`config.mk`:
```
export PLATFORM = sky130hd
export DESIGN_NAME = ex_stage
export DESIGN_NICKNAME = d
export VERILOG_FILES = /design/src/rtl/ex_stage.sv
export SDC_FILE = /design/constraint.sdc
export NUM_CORES = 2
export LEC_CHECK = 0
export CAP_MARGIN = 20
export CORE_MARGIN = 3
export CORE_UTILIZATION = 45
export DETAILED_ROUTE_END_ITERATION = 8
export GPL_TIMING_DRIVEN = 0
export PLACE_DENSITY = 0.61
export SLEW_MARGIN = 20
export SYNTH_ARGS = -nofsm -noshare
export SYNTH_HDL_FRONTEND = slang
export SYNTH_SLANG_ARGS = --single-unit
```
`constraint.sdc`:
```
create_clock -name clk -period 9.74 [get_ports clk]
set_input_delay 1.461 -clock clk [delete_from_list [all_inputs] [get_ports clk]]
set_output_delay 1.461 -clock clk [all_outputs]
set_load 0.1 [all_outputs]
```
`src/rtl/ex_stage.sv`:
```
// ex_stage: execute stage with one-hot ALU, single-cycle multiplier and a 32-step restoring divider.
module ex_stage (
    input  logic         clk,
    input  logic         resetn,
    input  logic         ID_valid,
    input  logic [153:0] IDreg_bus,
    input  logic         ID_ready_go,
    input  logic         MEM_allow_in,
    output logic         EX_allow_in,
    output logic         EX_ready_go,
    output logic         EXreg_valid,
    output logic [107:0] EXreg_bus,
    output logic         EX_fwd_we,
    output logic [4:0]   EX_fwd_addr,
    output logic [31:0]  EX_fwd_data,
    output logic         EX_fwd_stall
);
    typedef enum logic [1:0] {IDLE, BUSY, DONE} div_state_t;
    div_state_t   state;
    logic         ex_valid;
    logic [153:0] bus_r;
    logic [4:0]   cnt;
    logic [31:0]  quo, rem, dvs;
    logic [11:0]  alu_op;
    logic [31:0]  src1, src2, rkd_value, pc;
    logic         mul, div, mem_en, rf_we, res_from_mem;
    logic [3:0]   mem_we;
    logic [4:0]   rf_waddr, sh;
    logic [31:0]  alu_res, sra_res, mul_res, div_res, ex_result;
    logic [31:0]  abs1, abs2, q_fix, r_fix;
    logic [63:0]  prod;
    logic [32:0]  trial, diff;
    logic         signed_op;

    assign {alu_op, src1, src2, mul, div, rkd_value, mem_en, mem_we, rf_we, res_from_mem, rf_waddr, pc} = bus_r;

    assign EX_ready_go  = ~div | (state == DONE);
    assign EX_allow_in  = ~ex_valid | (EX_ready_go & MEM_allow_in);
    assign EXreg_valid  = ex_valid & EX_ready_go;
    assign EX_fwd_we    = ex_valid & rf_we;
    assign EX_fwd_addr  = rf_waddr;
    assign EX_fwd_data  = ex_result;
    assign EX_fwd_stall = ex_valid & (res_from_mem | ~EX_ready_go);
    assign EXreg_bus    = {ex_result, rkd_value, mem_en, mem_we, rf_we, res_from_mem, rf_waddr, pc};

    always_ff @(posedge clk or negedge resetn) begin
        if (!resetn) begin
            ex_valid <= 1'b0;
            bus_r    <= '0;
        end else if (EX_allow_in & ID_ready_go) begin
            ex_valid <= ID_valid;
            bus_r    <= IDreg_bus;
        end else if (EX_ready_go & MEM_allow_in) begin
            ex_valid <= 1'b0;
        end
    end

    assign sh      = src2[4:0];
    assign sra_res = $signed(src1) >>> sh;
    assign alu_res = ({32{alu_op[0]}}  & (src1 + src2))
                   | ({32{alu_op[1]}}  & (src1 - src2))
                   | ({32{alu_op[2]}}  & {31'd0, $signed(src1) < $signed(src2)})
                   | ({32{alu_op[3]}}  & {31'd0, src1 < src2})
                   | ({32{alu_op[4]}}  & (src1 & src2))
                   | ({32{alu_op[5]}}  & ~(src1 | src2))
                   | ({32{alu_op[6]}}  & (src1 | src2))
                   | ({32{alu_op[7]}}  & (src1 ^ src2))
                   | ({32{alu_op[8]}}  & (src1 << sh))
                   | ({32{alu_op[9]}}  & (src1 >> sh))
                   | ({32{alu_op[10]}} & sra_res)
                   | ({32{alu_op[11]}} & src2);

    // Low word is identical for signed and unsigned, so only mulh.w sign-extends.
    assign prod    = {{32{alu_op[1] & src1[31]}}, src1} * {{32{alu_op[1] & src2[31]}}, src2};
    assign mul_res = alu_op[0] ? prod[31:0] : prod[63:32];

    assign signed_op = alu_op[0] | alu_op[2];
    assign abs1      = (signed_op & src1[31]) ? -src1 : src1;
    assign abs2      = (signed_op & src2[31]) ? -src2 : src2;
    assign trial     = {rem, quo[31]};
    assign diff      = trial - {1'b0, dvs};
    assign q_fix     = (src2 == 32'd0) ? 32'hFFFF_FFFF : (signed_op & (src1[31] ^ src2[31])) ? -quo : quo;
    assign r_fix     = (signed_op & src1[31]) ? -rem : rem;
    assign div_res   = (alu_op[0] | alu_op[1]) ? q_fix : r_fix;

    assign ex_result = div ? div_res : mul ? mul_res : alu_res;

    always_ff @(posedge clk or negedge resetn) begin
        if (!resetn) begin
            state <= IDLE;
            cnt   <= '0;
            quo   <= '0;
            rem   <= '0;
            dvs   <= '0;
        end else begin
            case (state)
                IDLE: if (ex_valid & div) begin
                    state <= BUSY;
                    cnt   <= '0;
                    quo   <= abs1;
                    rem   <= '0;
                    dvs   <= abs2;
                end
                BUSY: begin
                    quo   <= {quo[30:0], ~diff[32]};
                    rem   <= diff[32] ? trial[31:0] : diff[31:0];
                    cnt   <= cnt + 5'd1;
                    state <= (cnt == 5'd31) ? DONE : BUSY;
                end
                DONE: if (MEM_allow_in) state <= IDLE;
                default: state <= IDLE;
            endcase
        end
    end
endmodule

```
# [After elaboration in Yosys (flattened, before gate mapping)]
# Index checks and enable logic that the tools add are counted.
[word_totals] ff_bits=258 latchBits=0 ramBits=0 romBits=0 inputBits=159 mem_count=0
[classes] n_addsub=8 n_mul=1 div_mod_pow=0 magnitude_cmp=2 eq_ne=5 n_shift=3 muxes=22 bitwise_logic=48 n_reduce_logical=7
[op_table] op="2-to-1 mux 32 bit" n=12
[op_table] op="OR 32 bit" n=12
[op_table] op="bitwise AND 32 bit" n=11
[op_table] op="negation 32 bit" n=4
[op_table] op="case mux 32 bit (2 select lines)" n=2
[op_table] op="bitwise AND 32 x 1 -> 32 bit" n=2
[op_table] op="< comparator 32 bit" n=2
[op_table] op="multiplier 33 x 33 -> 64 bit" n=1
[op_table] op="subtractor 33 x 32 -> 33 bit" n=1
[op_table] op="adder 32 bit" n=1
[op_table] op="logical NOT 32 bit" n=1
[op_table] op="inverter 32 bit" n=1
[op_table] op="<< shifter 32 x 5 -> 32 bit" n=1
[op_table] op="right shift 32 x 5 -> 32 bit" n=1
[op_table] op=">>> shifter 32 x 5 -> 32 bit" n=1
[op_table] op="subtractor 32 bit" n=1
[op_table] op="bitwise XOR 32 bit" n=1
[op_table] op="bitwise AND 1 bit" n=11
[op_table] op="case mux 5 bit (2 select lines)" n=1
[op_table] op="2-to-1 mux 2 bit" n=3
[op_table] op="case mux 2 bit (3 select lines)" n=1
[op_table] op="AND reduction 2 bit" n=3
[op_table] op="adder 5 x 1 -> 5 bit (second input constant)" n=1
[op_table] op="equality test 5 bit (second input constant)" n=1
[op_table] op="10 further kinds" n=20

# [Logic depth before layout (Yosys ltp)]
[depth] ltp_word=15 mapped_depth=36 ltp_nobuf=29

# [Least setup slack after synthesis]
# OpenSTA, ideal clock, no wires.
[synth_timing] path_kind="register to output" start="register bus_r[80]" end="output port EXreg_bus[93]" arrival_ns=13.907 required_time_ns=8.279 setup_slack_ns=-5.628 path_stages_with_launch=34 cell_sequence="dfrtp_1 > clkbuf_1 > clkinv_1 > buf_1 > buf_1 > clkbuf_1 > buf_1 > nor2_1 > fa_1 > inv_1 > fa_1 > inv_1 > fa_1 > inv_1 > fa_1 > fa_1 > inv_1 > fa_1 > fa_1 > inv_1 > fa_1 > inv_1 > ha_1 > a21o_1 > a211oi_1 > o31ai_1 > a31oi_1 > o21a_1 > o31ai_4 > a31o_2 > a21oi_1 > xor2_1 > a2111oi_0 > buf_4"
[synth_via] elab_chain_cells=15 word_cells_on_any_way=28
[synth_lines] item="start, declared" line="21" source="logic [153:0] bus_r;"
[synth_lines] item="start signal, assigned" line="52" source="bus_r <= IDreg_bus;"
[synth_lines] item="adder 32 bit or subtractor 32 bit (tied branches)" line="60, 61"
[synth_lines] item="bitwise AND 32 bit, on equally long branches" line="60, 61"
[synth_lines] item="OR 32 bit" line="61" source="| ({32{alu_op[1]}} & (src1 - src2))"
[synth_lines] item="OR 32 bit" line="62" source="| ({32{alu_op[2]}} & {31'd0, $signed(src1) < $signed(src2)})"
[synth_lines] item="OR 32 bit" line="63" source="| ({32{alu_op[3]}} & {31'd0, src1 < src2})"
[synth_lines] item="OR 32 bit" line="64" source="| ({32{alu_op[4]}} & (src1 & src2))"
[synth_lines] item="OR 32 bit" line="65" source="| ({32{alu_op[5]}} & ~(src1 | src2))"
[synth_lines] item="OR 32 bit" line="66" source="| ({32{alu_op[6]}} & (src1 | src2))"
[synth_lines] item="OR 32 bit" line="67" source="| ({32{alu_op[7]}} & (src1 ^ src2))"
[synth_lines] item="OR 32 bit" line="68" source="| ({32{alu_op[8]}} & (src1 << sh))"
[synth_lines] item="OR 32 bit" line="69" source="| ({32{alu_op[9]}} & (src1 >> sh))"
[synth_lines] item="OR 32 bit" line="70" source="| ({32{alu_op[10]}} & sra_res)"
[synth_lines] item="OR 32 bit" line="71" source="| ({32{alu_op[11]}} & src2);"
[synth_lines] item="2-to-1 mux 32 bit" line="86" source="assign ex_result = div ? div_res : mul ? mul_res : alu_res;"
[synth_lines] item="2-to-1 mux 32 bit *" line="86"
[synth_lines] item="end, declared" line="12" source="output logic [107:0] EXreg_bus,"
# Mark *: on every way between the ends. The rest lies on a longest branch, timed or not.

# [Worst setup path in the final report]
[layout_timing] start="register bus_r[141]" end="output port EXreg_bus[100]"
[layout_via] elab_chain_cells=8 word_cells_on_any_way=22
[layout_lines] item="branches (longest 7 deep; another with multiplier 33 x 33 -> 64 bit)"
[layout_lines] item="2-to-1 mux 32 bit *" line="86"
# Every way passes the cells marked *.

==> results.md <==
- The flow ran to the end, but the final reports show violations.
- The final reports fail on negative setup slack.
- The H-tree was split into 2 levels.
- The number of different library cells used by synthesis comes to between 100 and 150.
- The vertical extent of the die is ~380 µm.
- In the final layout, the share of cells above drive strength 1 is 0.185.
- The capturing element type of the critical path is a primary output.
- The number of synthesized flops with an enable pin is 0.
- The count of vias placed by the detailed router is slightly above 60,000.
- The critical path launch point type is a flop.
- Data on the critical path is required at its endpoint by between 8000 and 9000 ps.
- The number of sinks driven by the clock tree is about 260.
- After layout, the worst setup slack is -1470 ps.
- The detail-routed via count per cell is between 6 and 7.
- In the final routed layout, each cell accounts on average for 36.4 µm.
- For this run, the share of the core covered by cells in the final layout is 0.563.
- The HPWL after detailed placement is around 290 mm.
- The tool flagged a number of max-cap violations equal to 0.
- Setup violations remaining at the end of the flow were counted as 64.
- The die outline area is 0.142 mm².
- 309 I/O pins were placed.
- The clock network latency to the later pin of the worst-skew pair is 620 ps.
- The via count of the first global-routing pass is 60,800.
- The cell repeated most along the worst path is sky130_fd_sc_hd__fa_1.
- The area growth from synthesis to layout is 23.7%.
- The maximum fanout along the worst path is 6.
- The hold violation total from the final report is 0.
- The transition at the pin with the smallest max-transition slack is roughly 1300 ps.
- The path class of the lowest-slack min-delay path is flop to flop.
- The first-pass iteration count of the detailed router is 8.
- The port buffer count is 308.
- Subtracting the final worst setup slack from the clock period gives 11,210 ps.
- The total overflow reported by the global router is 0.
- The highest attainable clock frequency is 89.2 MHz.
- The die width is 377 µm.
- Setup repair after global routing could not meet its margin everywhere.
- The clock slew at the register clock pins of the worst setup and hold paths is roughly 60 ps.
- By startpoint and endpoint, the worst setup path is classified as flop to primary output.
- For this run, the number of Yosys warnings is 0.
- The share of the clock period used by the worst path after layout is 1.15.
- The largest individual stage delay along the critical path comes from the cell sky130_fd_sc_hd__fa_2.
- The buffers plus inverters on the worst setup path is 13.
- The combined area of all synthesized cells is 0.0621 mm².
- The number of max-slew violations in the final report is 0.
- The async set-reset flop share out of synthesis is 1.00.
- The iteration-0 DRC count of the detailed router is slightly below 8,000.
- The flop-to-flop setup slack is about 5000 ps.
- The first-pass GRT wire length is between 400 and 500 mm.
- The TritonCTS clock tree is built.
- The number of standard cells after synthesis is 7,268.
- The family with the most delay on the worst path is adder cells.
- The data arrival at the endpoint of the critical path is 9740 ps.
- The cell sitting at the root of the clock tree is a sky130_fd_sc_hd__clkbuf_16.
- Entering global routing, the biggest net connects about 90 pins.
- On the worst path, the slowest cell contributes a delay of around 660 ps.
- The largest buffer count on any clock path is 3.
- The global router's overall resource usage is 0.494.
- Among all flip-flop cells after synthesis, the most frequent one is sky130_fd_sc_hd__dfrtp_1.
- After synthesis, the mean cell area works out to 8.54 µm².
- Headroom to the max-slew limit came out at 0.109.
- The core area is 0.136 mm².
- The final clock skew is ~25 ps.
- The top cell types in the final layout, fill and taps aside, are 1,176 x sky130_fd_sc_hd__inv_1, 1,091 x sky130_fd_sc_hd__fa_1, 1,012 x sky130_fd_sc_hd__nand2_1.
- For this run, the register share of the synthesized area comes to 0.104.
- After detailed routing, the total wire length is 353 mm.
- The initialized floorplan defines 135 standard-cell rows.
- Counting flops and latches in the post-synthesis netlist gives 258.
- The starting utilization of the core area is 0.456.
- The remaining routing DRC violations is 0.
- The final weighted congestion in routability-driven placement is 1.13.
- In this run the remaining antenna-violating nets after routing total 0.
- The number of nets handed over by synthesis was 8,902.
- Leaving out fill and tap cells, the most frequent cell in the layout is sky130_fd_sc_hd__inv_1.
- The CTS buffer count is 34.
- The final layout net count is 9,512.
- The number of antenna violations at the first check in global routing is 35.
[stage by stage]
stage                     setup TNS [ps]  area (µm²)  worst slack (ps)  std cells  hold WS (ps)
after global routing              -68600       76800             -1520       9684           508
after CTS                         -53450       74700             -1260       9557           483
final                             -59210       76800             -1470       9697           483
after floorplan                   -12290       63400              -832       7268           450
after global placement          -1354800       68700             -4900       9357           465
after detailed placement         -213000       69100             -4540       9375           471
[timing repair]
action / CTS / global route
setup endpoints to repair: 64 / 64
gates resized for setup: 1521 / 344
pin swaps: 130 / 156
hold buffers: 0 / 0
buffers inserted: 154 / 135
cloned: 2 / 3
[path summary, 6_finish.rpt]
| path | startpoint | endpoint | depth (start not counted) |
|---|---|---|---|
| worst max register to register | quo[31] | rem[9] | 14 |
| worst max-delay path | bus_r[141] | EXreg_bus[100] | 33 |
| worst min-delay path | dvs[16] | dvs[16] | 2 |
| worst min register to register | dvs[16] | dvs[16] | 2 |
| max in group asynchronous | resetn | bus_r[118] | 3 |
| min in group asynchronous | resetn | bus_r[26] | 1 |
[cell families (layout without fill, tap and decap cells)]
kind of cell / after synthesis / count (layout) / share of synthesized area
fa+ha+maj: 1475 / 1475 / 0.434
compound gates: 1157 / 1157 / 0.121
other cells: 0 / 15 / 0
mux: 236 / 236 / 0.0470
xor+xnor: 248 / 248 / 0.0350
flops: 258 / 258 / 0.104
buf+inv: 1871 / 2504 / 0.122
simple gates: 2023 / 2023 / 0.137
[area by class of cell]
class                      count  area [µm²]
antenna                       15        37.5
clock inverter                 7        88.8
sequential                   258        6500
clock buffer                  52        1040
tap                         1781        2230
multi-input combinational   5139       50400
fill                       12400       59500
inverter                    1294        5170
buffer                       533        4800
timing repair buffer         618        6510
[tightest hold or removal path: stages (launching register included)]
cell,delay [ps]
sky130_fd_sc_hd__dfrtp_1,340
sky130_fd_sc_hd__nand2_1,50
sky130_fd_sc_hd__o21ai_0,60
[flip-flops by register name, indices dropped and copies added, names as in the netlist]
register / flops
bus_r: 154
rem: 32
dvs: 32
state: 2
cnt: 5
quo: 32
ex_valid: 1
[Yosys cell counts (28+ instances only)]
cell type,count,area share
sky130_fd_sc_hd__a211oi_1,36,0.0044
sky130_fd_sc_hd__a21o_1,71,0.0086
sky130_fd_sc_hd__a21oi_1,247,0.020
sky130_fd_sc_hd__a221oi_1,42,0.0059
sky130_fd_sc_hd__a22oi_1,51,0.0062
sky130_fd_sc_hd__a31oi_1,47,0.0047
sky130_fd_sc_hd__and3_1,32,0.0032
sky130_fd_sc_hd__buf_1,122,0.0074
sky130_fd_sc_hd__buf_4,119,0.014
sky130_fd_sc_hd__clkbuf_1,303,0.018
sky130_fd_sc_hd__dfrtp_1,258,0.10
sky130_fd_sc_hd__fa_1,1128,0.36
sky130_fd_sc_hd__ha_1,347,0.070
sky130_fd_sc_hd__inv_1,1265,0.076
sky130_fd_sc_hd__mux2_2,105,0.019
sky130_fd_sc_hd__mux2i_1,96,0.015
sky130_fd_sc_hd__mux4_2,34,0.012
sky130_fd_sc_hd__nand2_1,1042,0.063
sky130_fd_sc_hd__nand2b_1,28,0.0028
sky130_fd_sc_hd__nand3_1,100,0.0081
sky130_fd_sc_hd__nand4_1,36,0.0036
sky130_fd_sc_hd__nor2_1,575,0.035
sky130_fd_sc_hd__nor3_1,75,0.0060
sky130_fd_sc_hd__o21ai_0,301,0.024
sky130_fd_sc_hd__o21ai_1,41,0.0033
sky130_fd_sc_hd__o22ai_1,31,0.0031
sky130_fd_sc_hd__xnor2_1,186,0.026
sky130_fd_sc_hd__xor2_1,62,0.0087
[metal layers]
layer,wire (µm),GRT usage,vias up
li1,-,-,24200
met1,127000,0.604,30600
met2,142000,0.695,4398
met3,49800,0.204,1243
met4,34700,0.365,12
met5,135,0,-
Power is left out: the tool's default activity adds up to more than one toggle a clock period on the data nets, which glitch-free logic cannot reach.
